## src/rtl/alarm_pkg.sv

```systemverilog
// alarm_pkg: shared state encoding, time limits and counter sizing
// for the alarm unit.
package alarm_pkg;

    typedef enum logic [1:0] {
        OFF    = 2'd0,
        ARMED  = 2'd1,
        RING   = 2'd2,
        SNOOZE = 2'd3
    } state_e;

    localparam int MAX_HOUR    = 23;
    localparam int MAX_MIN     = 59;
    localparam int SEC_PER_MIN = 60;

    // Bits needed to count the seconds of a snooze of `minutes` minutes.
    function automatic int snz_cnt_w(input int minutes);
        return $clog2(minutes * SEC_PER_MIN);
    endfunction

endpackage

```

## src/rtl/alarm_if.sv

```systemverilog
// alarm_if: time inputs, alarm controls and indicator outputs of
// the alarm unit, grouped for the driver (master) and unit (slave).
interface alarm_if;
    logic       SecTick;
    logic [4:0] Hour;
    logic [5:0] Minute;
    logic [5:0] Second;
    logic [4:0] SetHour;
    logic [5:0] SetMin;
    logic       SetLoad;
    logic       Arm;
    logic       SnoozeReq;
    logic       StopReq;
    logic       Ring;
    logic       LedBlink;
    logic       Armed;
    logic       Snoozing;
    logic [4:0] AlarmHour;
    logic [5:0] AlarmMin;

    modport master (
        output SecTick, Hour, Minute, Second,
        output SetHour, SetMin, SetLoad,
        output Arm, SnoozeReq, StopReq,
        input  Ring, LedBlink, Armed, Snoozing,
        input  AlarmHour, AlarmMin
    );

    modport slave (
        input  SecTick, Hour, Minute, Second,
        input  SetHour, SetMin, SetLoad,
        input  Arm, SnoozeReq, StopReq,
        output Ring, LedBlink, Armed, Snoozing,
        output AlarmHour, AlarmMin
    );
endinterface

```

## src/rtl/alarm_unit_tick.sv

```systemverilog
// tick_counter: counts enabled ticks from a clear and flags when the
// count sits at its terminal value.
module tick_counter #(
    parameter int W    = 8,
    parameter int TERM = 1
) (
    input  logic clk_i,
    input  logic rst_i,
    input  logic clr_i,
    input  logic en_i,
    output logic term_o
);
    localparam logic [W-1:0] TERM_V = W'(TERM);

    logic [W-1:0] cnt_q, cnt_d;

    always_comb begin
        cnt_d = cnt_q;
        if (clr_i) begin
            cnt_d = '0;
        end else if (en_i) begin
            cnt_d = cnt_q + 1'b1;
        end
    end

    always_ff @(posedge clk_i) begin
        if (rst_i) begin
            cnt_q <= '0;
        end else begin
            cnt_q <= cnt_d;
        end
    end

    assign term_o = (cnt_q == TERM_V);
endmodule

```

## src/rtl/alarm_unit.sv

```systemverilog
// alarm_unit: programmable alarm with arm/ring/snooze sequencing,
// fed by the RTC time counters and per-second strobe.
module alarm_unit
    import alarm_pkg::*;
#(
    parameter int RING_SEC   = 60,
    parameter int SNOOZE_MIN = 5,
    parameter int SNOOZE_MAX = 3
) (
    input  logic   Clk50,
    input  logic   Reset,
    alarm_if.slave bus
);
    localparam int         SNZ_W    = snz_cnt_w(MAX_MIN);
    localparam logic [2:0] USED_MAX = 3'(SNOOZE_MAX);

    state_e     state_q, state_d;
    logic       match, match_q, trigger, load_ok;
    logic [4:0] ahour_q, ahour_d;
    logic [5:0] amin_q, amin_d;
    logic [2:0] used_q, used_d;
    logic       ring_clr, ring_en, ring_term;
    logic       snz_clr, snz_en, snz_term;
    logic       ring_q, ring_d, blink_q, blink_d;
    logic       armed_q, armed_d, snzo_q, snzo_d;

    assign match = (bus.Hour == ahour_q) && (bus.Minute == amin_q)
                && (bus.Second == 6'd0);
    assign trigger = match && !match_q;
    assign load_ok = bus.SetLoad
                  && (bus.SetHour <= 5'(MAX_HOUR))
                  && (bus.SetMin <= 6'(MAX_MIN));
    assign ring_en = bus.SecTick && (state_q == RING);
    assign snz_en  = bus.SecTick && (state_q == SNOOZE);

    always_comb begin
        state_d  = state_q;
        used_d   = used_q;
        ring_clr = 1'b0;
        snz_clr  = 1'b0;
        if (!bus.Arm) begin
            state_d  = OFF;
            used_d   = '0;
            ring_clr = 1'b1;
            snz_clr  = 1'b1;
        end else begin
            unique case (state_q)
                OFF: state_d = ARMED;
                ARMED: begin
                    if (trigger) begin
                        state_d  = RING;
                        ring_clr = 1'b1;
                        used_d   = '0;
                    end
                end
                RING: begin
                    if (bus.StopReq) begin
                        state_d = ARMED;
                        used_d  = '0;
                    end else if (bus.SnoozeReq && used_q < USED_MAX) begin
                        state_d = SNOOZE;
                        used_d  = used_q + 3'd1;
                        snz_clr = 1'b1;
                    end else if (bus.SecTick && ring_term) begin
                        state_d = ARMED;
                        used_d  = '0;
                    end
                end
                SNOOZE: begin
                    if (bus.StopReq) begin
                        state_d = ARMED;
                        used_d  = '0;
                    end else if (bus.SecTick && snz_term) begin
                        state_d  = RING;
                        ring_clr = 1'b1;
                    end
                end
                default: state_d = OFF;
            endcase
        end
    end

    // Disarming blanks the indicators on the very next edge.
    always_comb begin
        ahour_d = load_ok ? bus.SetHour : ahour_q;
        amin_d  = load_ok ? bus.SetMin : amin_q;
        ring_d  = bus.Arm && (state_q == RING);
        armed_d = bus.Arm && (state_q != OFF);
        snzo_d  = bus.Arm && (state_q == SNOOZE);
        blink_d = 1'b0;
        if (ring_d) begin
            blink_d = ring_q ? (blink_q ^ bus.SecTick) : 1'b1;
        end
    end

    always_ff @(posedge Clk50) begin
        if (Reset) begin
            state_q <= OFF;
            match_q <= 1'b1;
            ahour_q <= '0;
            amin_q  <= '0;
            used_q  <= '0;
            ring_q  <= 1'b0;
            blink_q <= 1'b0;
            armed_q <= 1'b0;
            snzo_q  <= 1'b0;
        end else begin
            state_q <= state_d;
            match_q <= match;
            ahour_q <= ahour_d;
            amin_q  <= amin_d;
            used_q  <= used_d;
            ring_q  <= ring_d;
            blink_q <= blink_d;
            armed_q <= armed_d;
            snzo_q  <= snzo_d;
        end
    end

    tick_counter #(
        .W    (8),
        .TERM (RING_SEC - 1)
    ) u_ring_cnt (
        .clk_i  (Clk50),
        .rst_i  (Reset),
        .clr_i  (ring_clr),
        .en_i   (ring_en),
        .term_o (ring_term)
    );

    tick_counter #(
        .W    (SNZ_W),
        .TERM (SNOOZE_MIN * SEC_PER_MIN - 1)
    ) u_snz_cnt (
        .clk_i  (Clk50),
        .rst_i  (Reset),
        .clr_i  (snz_clr),
        .en_i   (snz_en),
        .term_o (snz_term)
    );

    assign bus.Ring      = ring_q;
    assign bus.LedBlink  = blink_q;
    assign bus.Armed     = armed_q;
    assign bus.Snoozing  = snzo_q;
    assign bus.AlarmHour = ahour_q;
    assign bus.AlarmMin  = amin_q;
endmodule

```

## src/flat_wrapper.sv

```systemverilog
// flat-port wrapper written by rule: the top's interface ports become plain ports
module alarm_unit_flat import alarm_pkg::*;
#(
    parameter int RING_SEC   = 60,
    parameter int SNOOZE_MIN = 5,
    parameter int SNOOZE_MAX = 3
)
  (Clk50, Reset, bus_SecTick, bus_Hour, bus_Minute, bus_Second, bus_SetHour, bus_SetMin, bus_SetLoad, bus_Arm, bus_SnoozeReq, bus_StopReq, bus_Ring, bus_LedBlink, bus_Armed, bus_Snoozing, bus_AlarmHour, bus_AlarmMin);
  alarm_if bus_i ();
  input  logic Clk50;
  input  logic Reset;
  input wire logic [$bits(bus_i.SecTick)-1:0] bus_SecTick;
  input wire logic [$bits(bus_i.Hour)-1:0] bus_Hour;
  input wire logic [$bits(bus_i.Minute)-1:0] bus_Minute;
  input wire logic [$bits(bus_i.Second)-1:0] bus_Second;
  input wire logic [$bits(bus_i.SetHour)-1:0] bus_SetHour;
  input wire logic [$bits(bus_i.SetMin)-1:0] bus_SetMin;
  input wire logic [$bits(bus_i.SetLoad)-1:0] bus_SetLoad;
  input wire logic [$bits(bus_i.Arm)-1:0] bus_Arm;
  input wire logic [$bits(bus_i.SnoozeReq)-1:0] bus_SnoozeReq;
  input wire logic [$bits(bus_i.StopReq)-1:0] bus_StopReq;
  output wire logic [$bits(bus_i.Ring)-1:0] bus_Ring;
  output wire logic [$bits(bus_i.LedBlink)-1:0] bus_LedBlink;
  output wire logic [$bits(bus_i.Armed)-1:0] bus_Armed;
  output wire logic [$bits(bus_i.Snoozing)-1:0] bus_Snoozing;
  output wire logic [$bits(bus_i.AlarmHour)-1:0] bus_AlarmHour;
  output wire logic [$bits(bus_i.AlarmMin)-1:0] bus_AlarmMin;
  assign bus_i.SecTick = bus_SecTick;
  assign bus_i.Hour = bus_Hour;
  assign bus_i.Minute = bus_Minute;
  assign bus_i.Second = bus_Second;
  assign bus_i.SetHour = bus_SetHour;
  assign bus_i.SetMin = bus_SetMin;
  assign bus_i.SetLoad = bus_SetLoad;
  assign bus_i.Arm = bus_Arm;
  assign bus_i.SnoozeReq = bus_SnoozeReq;
  assign bus_i.StopReq = bus_StopReq;
  assign bus_Ring = bus_i.Ring;
  assign bus_LedBlink = bus_i.LedBlink;
  assign bus_Armed = bus_i.Armed;
  assign bus_Snoozing = bus_i.Snoozing;
  assign bus_AlarmHour = bus_i.AlarmHour;
  assign bus_AlarmMin = bus_i.AlarmMin;
  alarm_unit #(.RING_SEC(RING_SEC), .SNOOZE_MIN(SNOOZE_MIN), .SNOOZE_MAX(SNOOZE_MAX)) u_core (.Clk50(Clk50), .Reset(Reset), .bus(bus_i));
endmodule
```

## config.mk

```make
export PLATFORM = sky130hd
export DESIGN_NAME = alarm_unit_flat
export DESIGN_NICKNAME = d
export VERILOG_FILES = /design/src/rtl/alarm_pkg.sv /design/src/rtl/alarm_if.sv /design/src/rtl/alarm_unit_tick.sv /design/src/rtl/alarm_unit.sv /design/src/flat_wrapper.sv
export SDC_FILE = /design/constraint.sdc
export NUM_CORES = 1
export LEC_CHECK = 0
export BUFFER_PORTS_ARGS = -buffer_cell sky130_fd_sc_hd__buf_2
export CAP_MARGIN = 20
export CORE_ASPECT_RATIO = 0.8
export CORE_MARGIN = 1.5
export CORE_UTILIZATION = 30
export DETAILED_ROUTE_END_ITERATION = 8
export HOLD_SLACK_MARGIN = 0.15
export PLACE_DENSITY_LB_ADDON = 0.05
export SETUP_SLACK_MARGIN = 0.05
export SYNTH_ARGS = -nofsm -noshare
export SYNTH_HDL_FRONTEND = slang
export SYNTH_HIERARCHICAL = 1
export SYNTH_SLANG_ARGS = --single-unit
```

## constraint.sdc

```tcl
create_clock -name Clk50 -period 3.4 [get_ports Clk50]
set_clock_uncertainty 0.1 [all_clocks]
set_input_delay 0.17 -clock Clk50 [delete_from_list [all_inputs] [get_ports Clk50]]
set_output_delay 0.17 -clock Clk50 [all_outputs]
set_load 0.05 [all_outputs]
```

==> results of run 1 <==
-- kinds of logic after synthesis --
kind of cell,Yosys count
AOI/OAI and AO/OA,29
xor gates and xnor gates,17
adders and majority gates,5
buffers and inverters,12
DFF,41
muxes,15
and+or+nand+nor,97
-- per-layer routing --
| layer | vias to the layer above | GRT usage | routed length, um |
|---|---|---|---|
| li1 | 900 | - | - |
| met1 | 784 | 0.1750 | 2254 |
| met2 | 48 | 0.2222 | 1883 |
| met3 | 4 | 0.03636 | 267 |
| met4 | 0 | 0.06061 | 56 |
| met5 | - | 0 | 0 |
-- power by group through the flow --
stage	Sequential, mW	Clock [mW]	Combinational, mW
floorplan	0.539	0	0.0516
global placement	0.511	0	0.124
finish	0.500	0.478	0.137
global route	0.502	0.513	0.150
detailed placement	0.511	0	0.123
CTS	0.500	0.497	0.137
-- Yosys cell counts (all sizes together) (2+ instances only) --
library cell and count:
a21o 2, xor2 4, nor3 3, a22o 2, nand2b 3, or3 7, nand3b 2, ha 5
mux2i 14, inv 8, clkbuf 3, nor2b 3, xnor2 13, nand3 5, nand2 13, dfxtp 41
a21oi 9, nor4 7, and3 2, or2 3, o31ai 2, or4 2, nor2 32, o21ai 7
nand4 10
-- worst max-delay path: stages --
cell and delay, ns:
dlygate4sd3_1 0.53, buf_2 0.11, nand4_1 0.09, nand2_1 0.12, a21o_1 0.40, mux2i_1 0.25
nor2_1 0.05, dlygate4sd3_1 0.55
-- state kept, by name, summed over array words and instances (netlist names) --
register / flops
u_core/bus.AlarmHour: 5
u_core/state_q: 2
u_core/bus.Snoozing: 1
u_core/bus.AlarmMin: 6
u_core/used_q: 3
u_core/bus.LedBlink: 1
u_core/u_ring_cnt/cnt_q: 8
u_core/bus.Ring: 1
u_core/bus.Armed: 1
u_core/u_snz_cnt/cnt_q: 12
u_core/match_q: 1
-- area by class of cell --
class	instances	area share
multi-input combinational	163	0.4210
sequential	41	0.3171
timing repair buffer	65	0.1566
tap	84	0.04060
clock buffer	5	0.02658
clock inverter	3	0.02658
inverter	8	0.01160
-- per-stage QoR --
stage	cells	hold WS, ns	worst slack (ns)
6_report	369	0.1601	1.205
5_1_grt	369	0.1669	1.089
4_1_cts	369	0.1514	1.222
3_5_place_dp	345	0.3089	1.404
3_3_place_gp	345	0.3064	1.440
2_1_floorplan	216	0.1493	1.115
-- worst paths after layout --
| check | endpoint | slack [ns] | start | depth (start not counted) |
|---|---|---|---|---|
| min reg2reg | u_core/bus.LedBlink | 0.33 | u_core/bus.Ring | 1 |
| max | u_core/bus.AlarmHour[0] | 1.20 | bus_SetMin[2] | 8 |
| max reg2reg | u_core/u_ring_cnt/cnt_q[4] | 1.40 | u_core/u_snz_cnt/cnt_q[0] | 8 |
| min | u_core/bus.AlarmMin[0] | 0.16 | Reset | 2 |
-- repair_timing --
item | 4_1_cts | 5_1_grt
hold endpoints to repair | 14 | 0
hold buffers | 16 | 0
endpoints found under the setup margin | 0 | 0
-- layout by cell type, fill, tap and decap left out, types with 5 or more instances in the layout --
master	count
or3_1	7
buf_2	49
nand2_1	13
nand3_1	5
dlygate4sd3_1	16
inv_1	8
a21oi_1	9
nor2_1	32
nor4_1	6
mux2i_1	14
xnor2_1	13
dfxtp_1	41
nand4_1	8
ha_1	5
o21ai_0	7
clkbuf_8	5
==> key figures, run 1 <==
Outcome
  – Status: finished clean

Synthesis
  – Yosys top cell by area: dfxtp_1
  – Synth Cell Area: 1957 um2
  – Seq/Total Area, Yosys: 0.4194
  – Top-area cell type share of the netlist area: 0.4194
  – Asr flop ratio synth: 0
  – Mux contribution to synthesized area: 0.07737
  – Largest family of logic cells by synthesized area: simple AND/OR/NAND/NOR gates
  – Area fraction in compound gates after synthesis: 0.09719
  – Yosys reg bits: 41
  – Synthesis Warnings: 6
  – Synthesized-area fraction occupied by adder cells: 0.03197
  – Simple-gate portion of the synthesized area: 0.2743
  – Post-Syn Area per Cell: 9.060 um2
  – Main synth FF type: dfxtp_1
  – Top cells by area, synth: dfxtp_1, mux2i_1, nor2_1, xnor2_1, ha_1
  – Post-Syn Nets: 256
  – Post-synth EDFFs: 0
  – Syn Inst Count: 216
  – Synth cell types: 42
  – XOR/XNOR Fraction of Synth Area: 0.07609

Run
  – Max_cap viols: 0

Timing
  – Setup_tns: 0 ns
  – Fin crit share: 0.6457
  – Final Setup Violations: 0
  – Max-slew headroom: 0.6878
  – RSZ-0062 raised after global routing: no
  – Final hold violations: 0
  – Maximum clock frequency: 455.5 MHz
  – Slew Viols, Final: 0
  – Minimum clock period: 2.195 ns
  – Tightest Pin Transition: 0.4634 ns

CTS
  – Total CTS buffers: 5
  – CTS tree: yes
  – Register clock-pin slew on the reported worst setup and hold paths: 0.08 ns
  – H-tree lvl count: 2
  – Clock root cell: clkbuf_8
  – Clk Latency, worst-skew pair: 0.30 ns
  – CTS max path bufs: 2
  – Clock Sinks: 41
  – # resized after CTS: 0
  – Post-CTS Setup Inserts: 0

Global route
  – Global-route wire length before repair: 7465 um
  – Pin count of the biggest net entering global routing: 20
  – GRT Overall Usage: 0.1377
  – Number of global-route vias before repair: 1,641
  – Initial antenna violation count: 0
  – Congestion Overflow GR: 0

Die
  – Area of the core: 6344 um2
  – Initial core utilization: 0.3085
  – Die span in y: 75.24 um
  – I/O pins: 50
  – Number of core rows: 26
  – Die X: 93.30 um
  – Die Footprint: 7020 um2

Drt
  – Drt first pass iters: 4
  – Via density: 4.705
  – Final antenna-violating net count: 0
  – Starting DRT DRC Count: 52
  – Drt total wl: 4461 um
  – # DRC: 0
  – Wirelength per Cell: 12.09 um
  – Via count of the routed design: 1,736

Setup path
  – WP data arrival: 2.28 ns
  – WS Path Type: input port to flop
  – Critical Path End Type: flop
  – WP data required: 3.48 ns
  – Crit Path Max Fanout: 9
  – CP startpoint kind: input port

Layout
  – Final core utilization: 0.4081
  – Fill cell count: 638
  – Area of the multi-input gates: 1090 um2
  – Area grow syn2layout: 32.29%
  – Design area: 2589 um2
  – Nets: 324
  – Ant diodes: 0
  – Ratio of cells with drive above 1 in the final layout: 0.2386
  – Register Area: 820.8 um2

Worst hold path
  – Min-Delay Path Class: input port to flop

Place
  – Placer Congestion: 0.7310
  – Placed cell areas: 2291 um2
  – Final HPWL DP: 3232 um
  – I/O Buffers: 49

Pwr
  – Power per cell area: 430.7 nW/um2
  – Psw: 0.2699 mW
  – Max IR drop VDD: 207.7 uV
  – Leak: 1.085 nW
  – Net Sw Frac: 0.2421
  – Post-route total power: 1.115 mW
  – Comb power frac: 0.123
  – Clock share of power: 0.429
  – Int Power: 0.8450 mW
  – Flop pwr share: 0.448
(Power assumes the default switching activity.)
==> run 2: changes to the inputs <==
- clock period: 3.4 -> 1.9 ns (I/O delays scaled with it)
==> key figures, run 2 (same netlist as run 1, synthesis figures left out) <==
Drt
  – Drt first pass iters: 4
  – # DRC: 0
  – Wirelength per Cell: 11.87 um
  – Via count of the routed design: 1,818
  – Starting DRT DRC Count: 65
  – Final antenna-violating net count: 0
  – Drt total wl: 4724 um
  – Via density: 4.568

CTS
  – Clock Sinks: 41
  – H-tree lvl count: 2
  – CTS tree: yes
  – Clk Latency, worst-skew pair: 0.29 ns
  – Total CTS buffers: 5
  – CTS max path bufs: 2
  – Clock root cell: clkbuf_8
  – Register clock-pin slew on the reported worst setup and hold paths: 0.08 ns

Setup path
  – R2r endpoint: u_core/u_ring_cnt/cnt_q[7]
  – RR Startpoint: u_core/bus.AlarmMin[4]
  – Crit path capture: u_core/u_ring_cnt/cnt_q[7]
  – Worst Reg-to-Reg Cells: 7
  – WP data required: 1.97 ns
  – Crit Path Max Fanout: 8
  – WP data arrival: 1.91 ns
  – CP Launch Point: u_core/bus.AlarmMin[4]
  – R2R Setup Slk: 0.06 ns
  – WS Path Type: flop to flop
  – Critical Path End Type: flop
  – CP startpoint kind: flop

Die
  – Die span in y: 75.24 um
  – Die X: 93.30 um
  – Number of core rows: 26
  – Area of the core: 6344 um2
  – Die Footprint: 7020 um2
  – Initial core utilization: 0.3085
  – I/O pins: 50

Layout
  – Area of the multi-input gates: 1114 um2
  – Register Area: 854.6 um2
  – Most common cell after layout, fill and taps aside: buf_2
  – Max reg flops: 12
  – Final core utilization: 0.4471
  – Fill cell count: 645
  – Post-Layout Cell Count: 398
  – Biggest register: u_core/u_snz_cnt/cnt_q
  – Ant diodes: 0
  – Ratio of cells with drive above 1 in the final layout: 0.3121
  – Area grow syn2layout: 44.95%
  – Nets: 353
  – Most frequent cells in the layout: buf_2, nor2_1, dfxtp_1

Timing
  – Final hold violations: 0
  – Minimum clock period: 1.837 ns
  – RSZ-0062 raised after global routing: yes
  – Max-slew headroom: 0.6870
  – Setup_tns: 0 ns
  – Slew Viols, Final: 0
  – Final Setup Violations: 0
  – Maximum clock frequency: 544.3 MHz
  – Tightest Pin Transition: 0.4695 ns
  – Fin crit share: 0.9669

Run
  – Max_cap viols: 0

Global route
  – Pin count of the biggest net entering global routing: 19
  – Global-route wire length before repair: 8004 um
  – Congestion Overflow GR: 0
  – Initial antenna violation count: 0
  – Number of global-route vias before repair: 1,753
  – GRT Overall Usage: 0.1474

Place
  – Final HPWL DP: 3409 um
  – Placer Congestion: 0.6965
  – Placed cells: 359
  – I/O Buffers: 49

Pwr
  – Max IR drop VDD: 296.2 uV
  – Power per cell area: 605.5 nW/um2
  – Leak: 1.217 nW

Outcome
  – Status: finished clean

Worst hold path
  – Min-Delay Path Class: input port to flop
## run 2: worst max-delay path, cell delays in order (launching register included)
cell	delay, ns
dfxtp_4	0.36
inv_2	0.04
a221o_1	0.32
nor4_4	0.28
and4bb_2	0.29
nand3b_1	0.12
or2_4	0.17
a21oi_1	0.05
## run 2: worst min path at each step
stage	startpoint	end	cells past startpoint
after global routing	Reset	u_core/bus.AlarmHour[3]	3
after floorplan	Reset	u_core/bus.AlarmHour[4]	1
after detailed placement	bus_SetMin[1]	u_core/bus.AlarmMin[1]	3
after global placement	bus_SetMin[0]	u_core/bus.AlarmMin[0]	3
after CTS	bus_SnoozeReq	u_core/state_q[0]	4
final	Reset	u_core/bus.AlarmHour[3]	3
## run 2: area by class of cell
| cell class | instances | share of cell area |
|---|---|---|
| well taps | 84 | 0.03705 |
| clock buffers | 8 | 0.02823 |
| multi-input cells | 163 | 0.3926 |
| repair buffers | 94 | 0.2303 |
| flip-flops and latches | 41 | 0.3013 |
| inverters | 8 | 0.01059 |
## run 2: timing repair
action                                  in CTS  in global routing
endpoints found under the setup margin       8                 23
resized for setup                            0                  5
hold buffers                                28                  0
buffers inserted                             2                  1
endpoints found under the hold margin       17                  0
pin swaps                                    4                  1
## run 2: layer usage
layer / vias to the layer above / GRT usage / wire length (um)
li1: 963 / - / -
met1: 808 / 0.2002 / 2519
met2: 43 / 0.2206 / 1934
met3: 4 / 0.05051 / 217
met4: 0 / 0.04545 / 52
met5: - / 0 / 0
## run 2: where the power goes
part           internal (mW)  switching, mW
registers              0.874         0.0145
logic                  0.132          0.147
clock network          0.261          0.288
total                   1.27          0.450
## run 2: metrics by stage
step / setup WS (ns) / cell area, um2 / power (mW) / hold WS (ns)
finish: 0.06290 / 2836 / 1.717 / 0.1449
global route: -0.09526 / 2836 / 1.810 / 0.1637
CTS: 0.04884 / 2814 / 1.745 / 0.1502
detailed placement: 0.006758 / 2439 / 1.140 / 0.2334
global placement: 0.01235 / 2439 / 1.142 / 0.2357
floorplan: 0.05755 / 2009 / 1.059 / 0.06684
==> run 3: changes to the inputs <==
- CELL_PAD_IN_SITES_DETAIL_PLACEMENT: default -> 2
- CELL_PAD_IN_SITES_GLOBAL_PLACEMENT: default -> 2
- CORE_UTILIZATION: 30 -> 28
==> key figures, run 3 (same netlist as run 1, synthesis figures left out) <==
Outcome
  – Status: finished clean

Timing
  – Maximum clock frequency: 537.8 MHz
  – Hold_ws: 0.2218 ns
  – Final hold violations: 0
  – RSZ-0062 raised after global routing: yes
  – Fin crit share: 0.9787
  – Minimum clock period: 1.859 ns
  – Slew Viols, Final: 0
  – Max-slew headroom: 0.6347
  – Post-layout worst setup margin: 0.04054 ns
  – Final Setup Violations: 0
  – Tightest Pin Transition: 0.5480 ns

Drt
  – Via density: 4.877
  – Drt first pass iters: 4
  – Final antenna-violating net count: 0
  – Via count of the routed design: 2,014
  – Drt total wl: 6919 um
  – # DRC: 0
  – Starting DRT DRC Count: 21
  – Wirelength per Cell: 16.75 um

Die
  – I/O pins: 50
  – Die Footprint: 7503 um2
  – Die X: 96.47 um
  – Area of the core: 6824 um2
  – Number of core rows: 27
  – Initial core utilization: 0.2868
  – Die span in y: 77.78 um

Layout
  – Most common cell after layout, fill and taps aside: buf_2
  – Nets: 365
  – Area grow syn2layout: 59.08%
  – Most frequent cells in the layout: buf_2, dlygate4sd3_1, nor2_1
  – Max reg flops: 12
  – Biggest register: u_core/u_snz_cnt/cnt_q
  – Ant diodes: 0
  – Design area: 3113 um2
  – Final core utilization: 0.4562
  – Ratio of cells with drive above 1 in the final layout: 0.4049

Pwr
  – Post-route total power: 1.969 mW
  – Comb power frac: 0.160
  – Max IR drop VDD: 260.8 uV
  – Clock share of power: 0.386
  – Psw: 0.5191 mW
  – Leak: 1.325 nW
  – Flop pwr share: 0.454
  – Int Power: 1.450 mW
  – Power per cell area: 632.4 nW/um2
  – Net Sw Frac: 0.2637

CTS
  – CTS max path bufs: 2
  – Clock root cell: clkbuf_8
  – Clock Sinks: 41
  – H-tree lvl count: 2
  – Total CTS buffers: 5
  – Register clock-pin slew on the reported worst setup and hold paths: 0.09 ns
  – CTS tree: yes
  – Clk Latency, worst-skew pair: 0.30 ns

Setup path
  – Critical Path End Type: flop
  – WP data required: 2.00 ns
  – WS Path Type: flop to flop
  – WP data arrival: 1.96 ns
  – Worst Reg-to-Reg Cells: 7
  – RR Startpoint: u_core/bus.AlarmHour[3]
  – Crit Path Max Fanout: 8
  – R2R Setup Slk: 0.04 ns
  – R2r endpoint: u_core/u_ring_cnt/cnt_q[1]
  – CP startpoint kind: flop

Worst hold path
  – Min-Delay Path Class: input port to flop
  – Hold endpoint: u_core/state_q[1]
  – Hold Crit Depth: 4
  – Hold Crit Start: bus_SecTick

Global route
  – Initial antenna violation count: 0
  – Number of global-route vias before repair: 2,153
  – GRT Overall Usage: 0.1872
  – Congestion Overflow GR: 0
  – Global-route wire length before repair: 10,770 um
  – Pin count of the biggest net entering global routing: 19

Place
  – Final HPWL DP: 4695 um
  – I/O Buffers: 49
  – Placer Congestion: 0.7041
  – Placed cell areas: 2495 um2
  – Pre-CTS setup slack: -0.05489 ns

Run
  – Max_cap viols: 0
-- run 3: critical path, stage by stage, from the launching register on --
cell and delay [ns]:
dfxtp_4 0.37, xnor2_2 0.14, nand4_1 0.19, nor4_4 0.27
and4bb_2 0.30, nand3b_1 0.12, or2_4 0.20, nor2_1 0.06
-- run 3: power by group through the flow --
stage / clock network [mW] / registers (mW) / logic, mW
2_1_floorplan: 0 / 0.963 / 0.0965
3_3_place_gp: 0 / 0.910 / 0.238
3_5_place_dp: 0 / 0.910 / 0.244
4_1_cts: 0.782 / 0.891 / 0.295
5_1_grt: 0.827 / 0.896 / 0.340
6_report: 0.761 / 0.893 / 0.315
-- run 3: worst max-delay path by stage --
stage / startpoint / endpoint / slack [ns] / cells past startpoint
after floorplan: u_core/bus.AlarmMin[4] / u_core/u_ring_cnt/cnt_q[6] / 0.06 / 8
after global placement: u_core/bus.AlarmMin[2] / u_core/u_ring_cnt/cnt_q[1] / -0.006 / 7
after detailed placement: u_core/u_snz_cnt/cnt_q[0] / u_core/u_ring_cnt/cnt_q[7] / -0.05 / 9
after CTS: u_core/bus.AlarmMin[4] / u_core/u_ring_cnt/cnt_q[7] / 0.06 / 7
after global routing: u_core/bus.AlarmHour[3] / u_core/u_ring_cnt/cnt_q[0] / -0.05 / 7
final: u_core/bus.AlarmHour[3] / u_core/u_ring_cnt/cnt_q[1] / 0.04 / 7
-- run 3: routing by layer --
layer | GRT usage | wire (um)
met1 | 0.2292 | 3018
met2 | 0.3294 | 3678
met3 | 0.04020 | 165
met4 | 0.04348 | 57
met5 | 0 | 0
-- run 3: metrics by stage --
| step | TNS [ns] | instances |
|---|---|---|
| 2_1_floorplan | 0 | 216 |
| 3_3_place_gp | -0.04225 | 369 |
| 3_5_place_dp | -0.4854 | 369 |
| 4_1_cts | 0 | 409 |
| 5_1_grt | -0.3132 | 413 |
| 6_report | 0 | 413 |
-- run 3: cell type report --
class                      instances  area [um2]
clock buffer                       7       86.33
multi-input combinational        163        1247
inverter                           8       30.03
sequential                        41       859.6
timing repair buffer             106       750.7
fill                             755        3711
clock inverter                     1       30.03
tap                               87       108.9
-- run 3: what timing repair did --
| item | CTS | global route |
|---|---|---|
| resized for setup | 4 | 29 |
| endpoints found under the setup margin | 12 | 21 |
| hold buffers | 31 | 0 |
| buffers inserted | 1 | 4 |
| pin swaps | 4 | 10 |
| hold endpoints to repair | 17 | 0 |
